==> src/rtl/std_round_robin_arbiter.sv <==
// Round-robin arbiter: registered one-hot grant held until i_done, then priority rotates.
// Optional burst lock: define STD_RR_ARBITER_LOCK_EN to add the i_lock input.

module std_binary_encoder #(
    parameter int N = 4,
    parameter int W = (N > 1) ? $clog2(N) : 1
) (
    input  logic [N-1:0] i_onehot,
    input  logic         i_en,
    output logic [W-1:0] o_idx
);
    always_comb begin
        o_idx = '0;
        if (i_en) begin
            for (int i = 0; i < N; i++) begin
                if (i_onehot[i]) begin
                    o_idx = o_idx | W'(i);
                end
            end
        end
    end
endmodule

module std_round_robin_arbiter #(
    parameter int N_REQ = 4,
    localparam int IDX_WIDTH = $clog2(N_REQ)
) (
    input  logic                 i_clk,
    input  logic                 i_rst_n,
    input  logic [N_REQ-1:0]     i_req,
    input  logic                 i_done,
`ifdef STD_RR_ARBITER_LOCK_EN
    input  logic                 i_lock,
`endif
    output logic [N_REQ-1:0]     o_gnt,
    output logic [IDX_WIDTH-1:0] o_gnt_idx,
    output logic                 o_busy
);
    // o_busy is the externally visible copy of the two-state FSM.
    typedef enum logic {
        ST_IDLE  = 1'b0,
        ST_GRANT = 1'b1
    } state_e;

    state_e               state_q, state_d;
    logic [N_REQ-1:0]     gnt_q, gnt_d;
    logic [IDX_WIDTH-1:0] ptr_q, ptr_d;
    logic [IDX_WIDTH-1:0] cur_idx;
    logic [IDX_WIDTH-1:0] base;
    logic [IDX_WIDTH-1:0] cand;
    logic [N_REQ-1:0]     sel_oh;
    logic                 sel_found;
    logic                 lock_hold;

`ifdef STD_RR_ARBITER_LOCK_EN
    assign lock_hold = i_lock;
`else
    assign lock_hold = 1'b0;
`endif

    std_binary_encoder #(
        .N (N_REQ),
        .W (IDX_WIDTH)
    ) u_enc (
        .i_onehot (gnt_q),
        .i_en     (state_q == ST_GRANT),
        .o_idx    (cur_idx)
    );

    // On completion the search starts after the finishing holder, which is the new pointer.
    assign base = (state_q == ST_GRANT && i_done) ? cur_idx : ptr_q;

    // Search base+1, base+2, ... wrapping at N_REQ-1; base itself is tried last.
    always_comb begin
        sel_oh    = '0;
        sel_found = 1'b0;
        cand      = '0;
        for (int i = 1; i <= N_REQ; i++) begin
            cand = IDX_WIDTH'((int'(base) + i) % N_REQ);
            if (!sel_found && i_req[cand]) begin
                sel_oh[cand] = 1'b1;
                sel_found    = 1'b1;
            end
        end
    end

    always_comb begin
        state_d = state_q;
        gnt_d   = gnt_q;
        ptr_d   = ptr_q;
        case (state_q)
            ST_IDLE: begin
                if (sel_found) begin
                    gnt_d   = sel_oh;
                    state_d = ST_GRANT;
                end
            end
            ST_GRANT: begin
                if (i_done && !lock_hold) begin
                    ptr_d = cur_idx;
                    if (sel_found) begin
                        gnt_d = sel_oh;
                    end else begin
                        gnt_d   = '0;
                        state_d = ST_IDLE;
                    end
                end
            end
            default: begin
                gnt_d   = '0;
                state_d = ST_IDLE;
            end
        endcase
    end

    always_ff @(posedge i_clk) begin
        if (!i_rst_n) begin
            state_q <= ST_IDLE;
            gnt_q   <= '0;
            ptr_q   <= IDX_WIDTH'(N_REQ - 1);
        end else begin
            state_q <= state_d;
            gnt_q   <= gnt_d;
            ptr_q   <= ptr_d;
        end
    end

    assign o_gnt     = gnt_q;
    assign o_gnt_idx = cur_idx;
    assign o_busy    = (state_q == ST_GRANT);

endmodule

==> config.mk <==
export PLATFORM = sky130hd
export DESIGN_NAME = std_round_robin_arbiter
export DESIGN_NICKNAME = d
export VERILOG_FILES = /design/src/rtl/std_round_robin_arbiter.sv
export SDC_FILE = /design/constraint.sdc
export NUM_CORES = 1
export LEC_CHECK = 0
export CAP_MARGIN = 10
export CORE_MARGIN = 4
export CORE_UTILIZATION = 30
export CTS_CLUSTER_SIZE = 30
export DETAILED_ROUTE_END_ITERATION = 12
export SETUP_SLACK_MARGIN = 0.4
export SKIP_LAST_GASP = 1
export SYNTH_ARGS = -nofsm -noshare
export SYNTH_HDL_FRONTEND = slang
export SYNTH_SLANG_ARGS = --single-unit
==> constraint.sdc <==
create_clock -name i_clk -period 2.3 [get_ports i_clk]
set_input_delay 0.23 -clock i_clk [delete_from_list [all_inputs] [get_ports i_clk]]
set_output_delay 0.23 -clock i_clk [all_outputs]
set_load 0.02 [all_outputs]
==> results of run 1 <==
[critical path, delay by kind of cell (launching register included)]
| family | cells | cell delay [ns] |
|---|---|---|
| AO/OA/AOI/OAI | 3 | 0.62 |
| AND/OR/NAND/NOR | 2 | 0.49 |
| flip-flops | 1 | 0.36 |
| multiplexers | 1 | 0.35 |
| adder cells (fa/ha/maj) | 1 | 0.31 |
[state kept, by name (all words and copies together), names as in the netlist]
name / cells
o_busy: 1
o_gnt: 4
ptr_q: 2
[per-layer routing]
metal	global-route usage [%]	wire length, µm
met5	0	0
met2	21.4	1120
met4	6.62	73
met1	19.1	1030
met3	3.62	115
[cells in the final DEF, fill, tap and decap left out, types with 3 or more instances in the layout]
master and n:
clkbuf_4 3, a221oi_1 3, dfxtp_4 3, o21a_1 3, a21oi_1 4, ha_1 6, nand2_1 13, dfxtp_1 3
buf_4 22, a221oi_2 5, clkdlybuf4s50_1 12, a22oi_1 4
[synthesized netlist by cell type, types with 2 or more instances]
library cell  count  area share (%)
o21a_1            3             3.1
dfxtp_1           7              19
o211ai_1          2             2.1
and4bb_1          2             3.5
buf_2             3             2.1
a221oi_1          8             9.7
a31oi_1           2             1.7
inv_1             2             1.0
a22oi_1           4             4.2
nand2_1          13             6.8
o21ai_0           2             1.4
nor3b_1           2             2.1
inv_2             2             1.0
a21oi_1           5             3.5
ha_1              7              12
[worst paths after layout]
kind,endpoint,slack [ns]
max,o_gnt[3],0.07
min,o_gnt[0],0.49
max reg2reg,o_gnt[3],0.07
min reg2reg,o_gnt[0],0.49
[cell families after synthesis]
logic type	share of synthesized area, %
muxes	3.12
adders and majority gates	12.2
buffers and inverters	4.69
AOI/OAI and AO/OA	38.5
and+or+nand+nor	22.1
DFF	19.4
[through the flow]
stage          area, µm²  setup WS [ns]  hold slack (ns)  utilization, %  TNS (ns)
2_1_floorplan        749        -0.0538            0.292               -    -0.208
3_3_place_gp        1050         -0.427            0.480            46.4     -1.65
3_5_place_dp        1050         -0.460            0.483            46.4     -1.75
4_1_cts             1080        -0.0387            0.491            47.8   -0.0872
5_1_grt             1140        -0.0361            0.499            50.8    -0.109
6_report            1140         0.0711            0.489            50.8         0
[power groups by stage]
stage,sequential [mW],clock [mW],combinational [mW]
3_5_place_dp,0.152,0,0.357
3_3_place_gp,0.152,0,0.351
2_1_floorplan,0.169,0,0.195
4_1_cts,0.149,0.115,0.361
6_report,0.149,0.113,0.402
5_1_grt,0.150,0.130,0.433
[area by class of cell]
cell class	count	area, µm²
Multi-Input combinational cell	71	622
Sequential cell	7	153
Timing Repair Buffer	35	294
Clock buffer	4	26.3
Inverter	4	15.0
Fill cell	216	1110
Tap cell	28	35.0
[what timing repair did]
action / in CTS / in global routing
pin swaps: 3 / 6
buffers inserted: 0 / 1
resized for setup: 2 / 13
setup endpoints to repair: 5 / 5
==> qor.log, run 1 <==
[outcome] run status completed
[worst_setup_path] cells along the critical path and4bb_1 -> or2_4 -> ha_4 -> mux4_2 -> a211oi_4 -> a22oi_1 -> a221oi_1
[route] DRC viols 0
[sta] final count of hold timing violations 0
[cts] clock latency on the worst-skew pair 0.25 ns
[worst_setup_path] capturing element type of the critical path flop
[grt] wire length of the first global-routing pass 3.63 mm
[grt] antenna violations before repair 0
[place] DP HPWL 1.78 mm
[logic_synthesis] number of enable flip-flop cells after synthesis 0
[worst_setup_path] critical path's slowest cell dfxtp_4
[route] initial drt markers 44
[worst_setup_path] data required time at the worst endpoint 2.45 ns
[power] fraction of power consumed by sequential logic 22.4%
[floorplanning] horizontal die dimension 57.0 µm
[sta] Tmin final 2.23 ns
[route] detailed-route wire length per cell 15.7 µm
[route] detailed-route vias per instance 5.75
[place] Placer Congestion 0.917
[layout] growth of design area from synthesis to finish 58.9%
[floorplanning] DIE AREA 0.00325 mm²
[power] total power 664 µW
[power] leakage component of the power 0.456 nW
[layout] Antenna Diode Count 0
[logic_synthesis] Async S/R FF share, synth 0%
[grt] total gr overflow 0
[cts] CTS buffer count 3
[flow_run] max-cap check violation count 0
[worst_setup_path] Crit Reg-Reg Startpoint o_busy
[power] switching pwr 260 µW
[worst_setup_path] maximum fanout encountered on the critical timing path 7
[cts] quantity of hold-fixing buffers added after cts 0
[route] Detailed Routing Iterations Pass 1 4
[place] total instance count after detailed placement 144
[worst_setup_path] slowest cell delay on critical path 0.36 ns
[logic_synthesis] unique cell type count in the Yosys netlist 37
[floorplanning] Core Rows 17
[layout] share of post-route cells with drive strength above 1 38.0%
[sta] setup repair after global routing missed its margin true
[sta] number of max-slew violations in the final report 0
[grt] via count of the first global-routing pass 779
[worst_setup_path] startpoint of the worst setup timing path o_busy
[sta] count of final setup violators 0
[cts] Max Root-Sink Buffers 2
[floorplanning] starting density of the core 32.0%
[floorplanning] count of boundary I/O pins 14
[grt] pin count of the biggest net entering global routing 13
[cts] clock root buffer clkbuf_4
[sta] share of the cycle needed by the critical path after routing 96.9%
[logic_synthesis] Syn Area/Cell 8.38 µm²
[cts] Clock transition at path regs 0.05 ns
[min_path] instance count along the most critical hold path 2
[cts] number of levels the H-tree was split into 1
[cts] clock tree from TritonCTS built
[sta] Worst Clk Skew 0.00213 ns
[route] via count of the routed design 857
[power] part of the total power dissipated in combinational logic 60.6%
[place] number of port buffers 13
[logic_synthesis] cell area after technology mapping 721 µm²
[worst_setup_path] element type at the critical path start flop
[route] overall routed net length 2.34 mm
[logic_synthesis] number of nets in the synthesized netlist 100
[worst_setup_path] critical setup path kind reg2reg
[layout] final layout net count 136
[sta] relative max-transition margin 65.8%
[sta] f_max 449 MHz
[logic_synthesis] number of synthesized register bits 7
[logic_synthesis] Yosys Warn Count 0
[logic_synthesis] predominant post-synthesis flop cell dfxtp_1
[sta] worst slew pin tran 0.510 ns
[power] switching part of the total 39.1%
[logic_synthesis] number of standard cells after synthesis 86
[floorplanning] standard cell core area 0.00225 mm²
[min_path] HP Start o_gnt[0]
[logic_synthesis] share of synthesized area occupied by flip-flops and latches 19.4%
[route] residual antenna-violating net count after detailed routing 0
[power] PD cells 580 mW/mm²
[power] Max IR drop VDD 280 µV
[power] Internal Pwr Total 404 µW
[power] Clk network pwr share 17.0%
[worst_setup_path] depth of the most critical reg-to-reg path 7
[layout] Non-Filler Instances 149
[grt] Global Route Usage Sum 14.2%
[worst_setup_path] arrival time reported for the critical path endpoint 2.38 ns
[floorplanning] y dimension of the die 57.0 µm
[cts] clock sink count 7
[min_path] path type of the worst min-delay path reg2reg
No activity file was read; power rests on OpenSTA's default activity.
==> run 2: changes to the inputs <==
==> constraint.sdc (replaced) <==
create_clock -name i_clk -period 2.3 [get_ports i_clk]
set_input_delay 0.23 -clock i_clk [delete_from_list [all_inputs] [get_ports i_clk]]
set_output_delay 0.23 -clock i_clk [all_outputs]
set_load 0.005 [all_outputs]
==> run 2 against run 1 <==
Net effect: sequential power about the same; cell area grew 2.5%; cell count up 3.4%; clock-buffer cell count is the same; setup slack lost 0.018 ns; core utilization up 1.3 points; fmax decreased by 0.82%; critical path depth stayed put; critical path type unchanged; highest routed layer unchanged.
==> qor.log, run 2 (synthesized netlist as in run 1, its figures left out) <==
[sta] share of the cycle needed by the critical path after routing 97.7%
[min_path] path type of the worst min-delay path reg2reg
[layout] Antenna Diode Count 0
[floorplanning] DIE AREA 0.00325 mm²
[floorplanning] Core Rows 17
[cts] clock latency on the worst-skew pair 0.25 ns
[flow_run] max-cap check violation count 0
[worst_setup_path] capturing element type of the critical path flop
[cts] clock tree from TritonCTS built
[min_path] instance count along the most critical hold path 2
[route] Detailed Routing Iterations Pass 1 4
[cts] quantity of hold-fixing buffers added after cts 0
[worst_setup_path] data required time at the worst endpoint 2.46 ns
[layout] area of the multi-input gates 621 µm²
[worst_setup_path] critical setup path kind reg2reg
[sta] worst slew pin tran 0.459 ns
[cts] number of levels the H-tree was split into 1
[power] PD cells 567 mW/mm²
[min_path] endpoint with the worst hold slack o_gnt[0]
[layout] number of flip-flops under the largest register name 4
[grt] total gr overflow 0
[sta] Worst Clk Skew 0.000631 ns
[sta] Tmin final 2.25 ns
[grt] via count of the first global-routing pass 828
[grt] pin count of the biggest net entering global routing 13
[worst_setup_path] Critical R2R Capture o_gnt[0]
[sta] number of max-slew violations in the final report 0
[worst_setup_path] Crit Reg-Reg Startpoint o_gnt[1]
[route] residual antenna-violating net count after detailed routing 0
[layout] Filler cells 216
[route] detailed-route vias per instance 5.63
[power] Max IR drop VDD 327 µV
[grt] wire length of the first global-routing pass 4.00 mm
[cts] Clock transition at path regs 0.05 ns
[sta] Worst Hold Slack 0.478 ns
[sta] setup repair after global routing missed its margin true
[layout] most common cell after layout, fill and taps aside buf_4
[route] detailed-route wire length per cell 15.5 µm
[min_path] HP Start o_gnt[0]
[route] overall routed net length 2.38 mm
[floorplanning] horizontal die dimension 57.0 µm
[route] via count of the routed design 867
[power] leakage component of the power 0.481 nW
[sta] count of final setup violators 0
[place] number of port buffers 13
[sta] relative max-transition margin 69.2%
[worst_setup_path] depth of the most critical reg-to-reg path 7
[floorplanning] y dimension of the die 57.0 µm
[grt] antenna violations before repair 0
[route] DRC viols 0
[sta] final worst setup slack 0.0527 ns
[place] Placer Congestion 0.857
[place] DP HPWL 1.78 mm
[floorplanning] count of boundary I/O pins 14
[worst_setup_path] setup slack on the worst flop-to-flop path 0.05 ns
[sta] f_max 445 MHz
[layout] share of post-route cells with drive strength above 1 41.3%
[worst_setup_path] element type at the critical path start flop
[layout] commonest cells after routing, fill and taps aside 27 x buf_4, 13 x nand2_1, 12 x clkdlybuf4s50_1
[floorplanning] standard cell core area 0.00225 mm²
[place] worst-case setup slack after placement -0.447 ns
[route] initial drt markers 64
[cts] clock root buffer clkbuf_4
[layout] growth of design area from synthesis to finish 62.8%
[cts] clock sink count 7
[floorplanning] starting density of the core 32.0%
[layout] final layout net count 141
[cts] Max Root-Sink Buffers 2
[worst_setup_path] maximum fanout encountered on the critical timing path 4
[sta] final count of hold timing violations 0
[layout] combined flip-flop and latch cell area 145 µm²
[worst_setup_path] arrival time reported for the critical path endpoint 2.41 ns
[outcome] run status completed
[cts] CTS buffer count 3
[grt] Global Route Usage Sum 15.5%
-- run 2: layout make-up --
class,instances,share of cell area [%]
clock buffer,4,2.24
tap,28,2.99
multi-input combinational,71,52.9
timing repair buffer,40,28.3
sequential,7,12.4
inverter,4,1.28
-- run 2: layer usage --
layer | global-route usage, % | up-vias | share of wire, %
li1 | - | 422 | -
met2 | 27.1 | 29 | 53
met5 | 0 | - | 0
met4 | 4.97 | 0 | 1.7
met3 | 4.52 | 4 | 4.6
met1 | 18.0 | 412 | 41
-- run 2: power breakdown --
group | switching, mW | internal, mW | leakage (nW)
sequential | 0.00998 | 0.139 | 0.0591
combinational | 0.191 | 0.210 | 0.407
clock | 0.0491 | 0.0664 | 0.0150
total | 0.250 | 0.415 | 0.481
-- run 2: worst max path at each step --
stage | slack [ns] | depth (start not counted) | start | end
6_report | 0.05 | 7 | o_gnt[1] | o_gnt[0]
5_1_grt | -0.02 | 7 | o_gnt[1] | o_gnt[0]
4_1_cts | 0.01 | 9 | o_gnt[1] | o_gnt[2]
3_5_place_dp | -0.45 | 10 | i_done | o_gnt[2]
3_3_place_gp | -0.41 | 10 | i_done | o_gnt[2]
2_1_floorplan | -0.02 | 10 | o_gnt[2] | o_gnt[2]
-- run 2: what timing repair did --
item	CTS	global route
pin swaps	10	4
resized for setup	7	7
cloned	0	0
buffers inserted	2	1
endpoints found under the setup margin	4	4
-- run 2: worst max-delay path: stages (launching register included) --
cell and delay, ns:
dfxtp_2 0.33, and4bb_1 0.23, or2_4 0.28, ha_4 0.29
mux4_2 0.35, a211oi_4 0.29, a22oi_1 0.12, a221oi_1 0.27
-- run 2: per-stage QoR --
| stage | instance area [µm²] | power [mW] | setup TNS, ns | instances | utilization, % |
|---|---|---|---|---|---|
| 2_1_floorplan | 749 | 0.348 | -0.0775 | 86 | - |
| 3_3_place_gp | 1070 | 0.493 | -1.61 | 147 | 47.4 |
| 3_5_place_dp | 1070 | 0.499 | -1.71 | 147 | 47.4 |
| 4_1_cts | 1130 | 0.639 | 0 | 153 | 50.2 |
| 5_1_grt | 1170 | 0.709 | -0.0306 | 154 | 52.1 |
| 6_report | 1170 | 0.666 | 0 | 154 | 52.1 |
==> run 3: changes to the inputs <==
==> constraint.sdc (replaced) <==
create_clock -name i_clk -period 2.6 [get_ports i_clk]
set_input_delay 0.26 -clock i_clk [delete_from_list [all_inputs] [get_ports i_clk]]
set_output_delay 0.26 -clock i_clk [all_outputs]
set_load 0.005 [all_outputs]
==> run 3 against run 2 <==
Net effect: clock-buffer cell count unchanged; power decreased by 15%; register-to-register slack improved by 0.28 ns; hold slack got worse by 0.0033 ns; via count decreased by 3.7%; critical path type unchanged; largest power group unchanged.
==> qor.log, run 3 (synthesized netlist as in run 1, its figures left out) <==
[layout] growth of design area from synthesis to finish 57.5%
[cts] clock latency on the worst-skew pair 0.25 ns
[layout] final std cell area, no fill 0.00113 mm²
[worst_setup_path] data required time at the worst endpoint 2.72 ns
[place] DP HPWL 1.63 mm
[floorplanning] Core Rows 17
[grt] wire length of the first global-routing pass 3.53 mm
[layout] Filler cells 221
[sta] share of the cycle needed by the critical path after routing 87.1%
[place] worst-case setup slack after placement -0.185 ns
[layout] most common cell after layout, fill and taps aside buf_4
[cts] CTS buffer count 3
[grt] Global Route Usage Sum 13.8%
[sta] Setup TNS 0 ns
[worst_setup_path] critical setup path kind reg2reg
[route] overall routed net length 2.16 mm
[grt] pin count of the biggest net entering global routing 13
[flow_run] max-cap check violation count 0
[route] initial drt markers 23
[worst_setup_path] capturing element type of the critical path flop
[route] Detailed Routing Iterations Pass 1 4
[floorplanning] y dimension of the die 57.0 µm
[sta] worst slew pin tran 0.375 ns
[cts] clock root buffer clkbuf_4
[sta] f_max 442 MHz
[floorplanning] starting density of the core 32.0%
[power] Max IR drop VDD 325 µV
[floorplanning] DIE AREA 0.00325 mm²
[sta] Tmin final 2.26 ns
[place] Placer Congestion 0.869
[layout] Antenna Diode Count 0
[cts] clock tree from TritonCTS built
[worst_setup_path] maximum fanout encountered on the critical timing path 6
[cts] quantity of hold-fixing buffers added after cts 0
[route] DRC viols 0
[sta] Worst Clk Skew 0.00173 ns
[layout] final layout net count 137
[worst_setup_path] element type at the critical path start flop
[worst_setup_path] arrival time reported for the critical path endpoint 2.39 ns
[layout] commonest cells after routing, fill and taps aside 23 x buf_4, 13 x nand2_1, 12 x clkdlybuf4s50_1
[place] number of port buffers 13
[outcome] run status completed
[layout] share of post-route cells with drive strength above 1 36.9%
[floorplanning] count of boundary I/O pins 14
[power] PD cells 496 mW/mm²
[grt] via count of the first global-routing pass 796
[grt] antenna violations before repair 0
[place] placed standard-cell area 0.00102 mm²
[cts] Max Root-Sink Buffers 2
[sta] count of final setup violators 0
[sta] final count of hold timing violations 0
[sta] relative max-transition margin 74.8%
[min_path] path type of the worst min-delay path reg2reg
[cts] clock sink count 7
[power] leakage component of the power 0.458 nW
[route] via count of the routed design 835
[cts] Clock transition at path regs 0.05 ns
[route] residual antenna-violating net count after detailed routing 0
[grt] total gr overflow 0
[sta] number of max-slew violations in the final report 0
[route] detailed-route wire length per cell 14.4 µm
[layout] number of flip-flops under the largest register name 4
[route] detailed-route vias per instance 5.57
[sta] setup repair after global routing missed its margin true
[floorplanning] standard cell core area 0.00225 mm²
[floorplanning] horizontal die dimension 57.0 µm
[sta] final worst setup slack 0.336 ns
[cts] number of levels the H-tree was split into 1
run 3: changes by cell type in the layout (fill, tap and decap cells not counted), sizes merged:
cell / change
buf: -4
run 3: per-stage QoR:
| step | cells | total power [mW] | utilization [%] | hold WS, ns |
|---|---|---|---|---|
| 2_1_floorplan | 86 | 0.308 | - | 0.322 |
| 3_3_place_gp | 141 | 0.425 | 45.4 | 0.475 |
| 3_5_place_dp | 141 | 0.427 | 45.4 | 0.479 |
| 4_1_cts | 150 | 0.542 | 48.7 | 0.486 |
| 5_1_grt | 150 | 0.606 | 50.3 | 0.491 |
| 6_report | 150 | 0.563 | 50.3 | 0.475 |
run 3: worst max-delay path, stage by stage, from the launching register on:
cell,delay (ns)
dfxtp_4,0.36
and4bb_1,0.22
or2_4,0.26
ha_4,0.26
nor2b_1,0.13
a21oi_1,0.18
a2111oi_2,0.05
a31o_2,0.26
a221oi_2,0.30
a221oi_1,0.11
run 3: layout make-up:
class                           instances  area (µm²)  area share [%]
Sequential cell                         7         149            13.1
Multi-Input combinational cell         71         608            53.6
Timing Repair Buffer                   36         302            26.6
Clock buffer                            4        26.3            2.32
Inverter                                4        15.0            1.32
Tap cell                               28        35.0            3.09
run 3: per-layer routing:
layer | part of all wire (%) | up-vias | global-route usage, %
met5 | 0 | - | 0
met1 | 41 | 389 | 15.7
met3 | 6.8 | 2 | 4.52
li1 | - | 413 | -
met2 | 51 | 31 | 25.4
met4 | 0.51 | 0 | 1.99
run 3: repair_timing:
item | in CTS | in global routing
setup endpoints to repair | 4 | 4
pin swaps | 3 | 5
setup buffers | 5 | 0
endpoints found under the hold margin | 0 | 0
resized for setup | 5 | 7
run 3: report_power, final:
group / internal [mW] / switching [mW]
combinational: 0.175 / 0.159
sequential: 0.122 / 0.00869
clock: 0.0585 / 0.0397
run 3: worst paths after layout:
| kind | start | endpoint | slack [ns] | cells past startpoint |
|---|---|---|---|---|
| max | o_busy | o_gnt[2] | 0.34 | 9 |
| min | o_gnt[0] | o_gnt[0] | 0.47 | 2 |
| max reg2reg | o_busy | o_gnt[2] | 0.34 | 9 |
| min reg2reg | o_gnt[0] | o_gnt[0] | 0.47 | 2 |
==> RTL edit 1, RTL diff (config.mk and constraints of run 2) <==
Change the parameter `N_REQ` from 4 to 8.
--- a/src/rtl/std_round_robin_arbiter.sv
+++ b/src/rtl/std_round_robin_arbiter.sv
@@ -24,3 +24,3 @@
 module std_round_robin_arbiter #(
-    parameter int N_REQ = 4,
+    parameter int N_REQ = 8,
     localparam int IDX_WIDTH = $clog2(N_REQ)
Ports: changed (resized i_req, o_gnt and o_gnt_idx); port bits go from 14 to 23. The function was not compared with the original's and may differ.
==> RTL edit 1 against run 2 <==
- the flow now finishes with violations (negative setup slack)
- wire length up 140%
- first-iteration DRC count is 97% higher
- synthesized area is 110% higher
- critical path depth rose by 2
- worst setup slack got worse by 1.0 ns
- sequential cell count increased by 5
- core utilization grew 3.1 points
- die area is 96% higher
- via count up 120%
- fmax down 31%
- design area grew 130%
- total power rose to 3.8 times the old value
- critical endpoint is now o_gnt[7]
- largest cell class unchanged
- highest routed layer unchanged
==> RTL edit 1: results <==
metrics = {
    "synthesis": {
        "ys_types": 50,
        "syn-num-nets": 201,
        "synthTopCellsByArea": "dfxtp_1 16%, mux4_2 13%, nand3_1 5.5%",
        "synthCells": 184,
        "netlist_top_cells_count": "17 x nand2_1, 17 x nand3_1, 12 x dfxtp_1",
        "yosysWarnings": 0,
        "dominantRegCellSynth": "dfxtp_1",
        "async_flop_share": 0,
        "yosysSeqAreaShare": 0.155,
    },
    "timing": {
        "worst_pin_slew_ns": 0.392,
        "finClkSkew_ns": 0.000602,
        "final-setup-viol-count": 9,
        "setup_ws_ns": -0.973,
        "fin_tns_setup_ns": -7.69,
    },
    "placed_design": {
        "gp_congestion": 0.908,
        "place_hpwl_mm": 4.35,
        "io_buffers": 22,
        "dp.cells": 334,
    },
    "status": {
        "violations": "negative setup slack",
        "status": "finished, violations left",
    },
    "power_and_ir_drop": {
        "ir_drop_uv": 457,
        "p_leak_nw": 1.09,
    },
    "clock_tree": {
        "cts_root_buf": "clkbuf_8",
        "htreeDepth": 1,
        "clk_latency_ns": 0.24,
        "cts_made_buffers": 3,
        "clk_path_buf_depth": 2,
        "clkSlewWorstSetupHoldPaths_ns": 0.05,
    },
    "final_layout": {
        "fillers": 439,
        "n_antenna_cell": 0,
        "largest_reg_flops": 8,
        "nNetsFinal": 299,
        "drive_above_1_share": 0.473,
    },
    "global_route": {
        "grt_pass1_wl_mm": 9.14,
        "grt_max_degree": 12,
        "grt_usage": 0.183,
        "grt_antenna_before_repair": 0,
    },
    "worst_setup_path": {
        "rr_worst_depth": 9,
        "path_delay_family": "simple AND/OR/NAND/NOR gates",
        "crit_slowest_cell": "or4_4",
        "max_stage_delay_ns": 0.60,
        "worstPathMaxFanout": 7,
        "cp.arrival_ns": 3.44,
    },
    "min_path": {
        "hold_class": "reg2reg",
        "hold_depth": 2,
    },
    "drt": {
        "vias": 1934,
        "dr_wl_met3_um": 314,
        "wire_per_inst_um": 16.2,
        "first_pass_iters": 5,
        "wl_met2_mm": 2.78,
        "highest_layer": "met4",
        "vias_per_cell": 5.56,
        "first_iter_violations": 126,
        "wl_met1_mm": 2.44,
    },
}
RTL edit 1: cell type report:
| cell class | count | share of cell area |
|---|---|---|
| clock buffer | 4 | 0.0206 |
| inverter | 9 | 0.0164 |
| multi-input combinational | 153 | 0.522 |
| sequential | 12 | 0.0921 |
| tap | 67 | 0.0313 |
| timing repair buffer | 103 | 0.317 |
RTL edit 1: report_power, final:
| part | total [mW] | internal (mW) | switching (mW) |
|---|---|---|---|
| Clock | 0.229 | 0.151 | 0.0782 |
| Combinational | 2.02 | 1.09 | 0.932 |
| Sequential | 0.279 | 0.249 | 0.0299 |
RTL edit 1: logic make-up after synthesis:
kind of cell               count (synthesis)  synth area share
and+or+nand+nor                           61             0.225
DFF                                       12             0.155
xor gates and xnor gates                   3            0.0170
AOI/OAI and AO/OA                         64             0.300
buffers and inverters                     19            0.0525
adders and majority gates                  6            0.0485
muxes                                     19             0.201
RTL edit 1: worst paths after layout:
path	to	start	slack, ns
worst max-delay path	o_gnt[7]	o_gnt[7]	-0.97
worst min-delay path	o_gnt[0]	o_gnt[0]	0.48
worst max register to register	o_gnt[7]	o_gnt[7]	-0.97
worst min register to register	o_gnt[0]	o_gnt[0]	0.48
RTL edit 1: stage by stage:
stage	hold slack, ns	setup WS [ns]	power (mW)	area [um^2]
floorplan	0.466	-1.48	1.27	1640
global placement	0.468	-1.29	2.04	2400
detailed placement	0.473	-1.38	2.06	2400
CTS	0.479	-0.964	2.46	2630
global route	0.494	-1.07	2.71	2680
finish	0.477	-0.973	2.53	2680
RTL edit 1: timing repair:
action,CTS,global route
buffers inserted,6,4
gates resized for setup,35,4
setup endpoints to repair,10,9
pin swaps,9,5
RTL edit 1: layer usage:
layer	up-vias	track usage
li1	937	-
met1	913	0.245
met2	74	0.304
met3	10	0.0135
met4	0	0.0693
met5	-	0
==> RTL edit 2, RTL diff (settings of run 2) <==
Without the edit above. Reset style: asynchronous (`i_rst_n`), changed in one clocked block.
--- a/src/rtl/std_round_robin_arbiter.sv
+++ b/src/rtl/std_round_robin_arbiter.sv
@@ -115,3 +115,3 @@
 
-    always_ff @(posedge i_clk) begin
+    always_ff @(posedge i_clk or negedge i_rst_n) begin
         if (!i_rst_n) begin
Behaviour: differs if i_rst_n is asserted again (counterexample within 4 cycles, from zero or initial values and one cycle with i_rst_n low); with i_rst_n held inactive, the same outputs for 10 cycles.
==> RTL edit 2 against run 2 <==
- largest power group unchanged
- critical path depth rose by 2
- sequential cell count did not move
- worst setup slack better by 0.037 ns
- die area increased by 21%
- design area is 15% higher
- synthesized area up 24%
- core utilization decreased by 4.0 points
- wire length grew 8.8%
- largest cell class unchanged
- total power up 32%
==> RTL edit 2: results <==
metrics = {
    "status": {
        "status": "finished, final reports clean",
    },
    "drt": {
        "dr_wl_met3_um": 79,
        "first_pass_iters": 6,
        "first_iter_violations": 49,
        "vias": 949,
        "wire_per_inst_um": 15.9,
        "drt-total-wl_mm": 2.59,
    },
    "global_route": {
        "use_met2": 0.241,
        "grt_usage": 0.135,
        "grt_max_degree": 14,
        "grt_pass1_vias": 965,
        "grt_use_met3": 0.0306,
        "grt_pass1_wl_mm": 4.37,
    },
    "final_layout": {
        "fillers": 264,
        "nNetsFinal": 147,
        "seq_area_um2": 179,
    },
    "synthesis": {
        "synthTopCellsByArea": "dfrtp_1 14%, ha_1 9.8%, a2111oi_0 7.8%",
        "syn-num-nets": 109,
        "synthCells": 95,
        "yosysSeqAreaShare": 0.198,
        "async_flop_share": 1.00,
    },
    "power_and_ir_drop": {
        "pg_seq_uw": 179,
        "fin_total_pwr_uw": 878,
        "p_leak_nw": 0.494,
        "ir_drop_uv": 451,
        "internal_power_uw": 514,
    },
    "worst_setup_path": {
        "cp.arrival_ns": 2.37,
        "worstPathMaxFanout": 5,
        "path_delay_family": "simple AND/OR/NAND/NOR gates",
        "crit_slowest_cell": "dfrtp_2",
        "max_stage_delay_ns": 0.42,
    },
    "timing": {
        "finClkSkew_ns": 0.00440,
        "fmax_mhz": 452,
        "worst_pin_slew_ns": 0.916,
        "holdWs_ns": 0.244,
    },
    "placed_design": {
        "place_area_um2": 1180,
        "place_hpwl_mm": 1.96,
        "gp_congestion": 0.837,
        "dpl_worst_slack_ns": -0.285,
    },
    "clock_tree": {
        "cts-resized-gates": 15,
        "postCtsSetupRepairBufs": 5,
    },
    "min_path": {
        "hold_class": "in2async",
    },
}
-- RTL edit 2: worst paths after layout --
check / startpoint / endpoint / cells past startpoint
setup / recovery: o_busy / o_gnt[0] / 9
hold / removal: i_rst_n / o_gnt[1] / 1
setup reg to reg: o_busy / o_gnt[0] / 9
hold reg to reg: o_gnt[0] / o_gnt[0] / 2
max in group asynchronous: i_rst_n / ptr_q[1] / 1
min in group i_clk: o_gnt[0] / o_gnt[0] / 2
-- RTL edit 2: cell families after synthesis --
family,after synthesis,synth area share
mux,3,0.0753
buf+inv,15,0.0934
fa+ha+maj,7,0.0976
flops,7,0.198
compound gates,36,0.349
simple gates,27,0.187
-- RTL edit 2: final cells by class --
type	instances	share of cell area
multi-input combinational	73	0.556
sequential	7	0.133
timing repair buffer	38	0.235
tap	31	0.0288
inverter	10	0.0279
clock buffer	4	0.0195
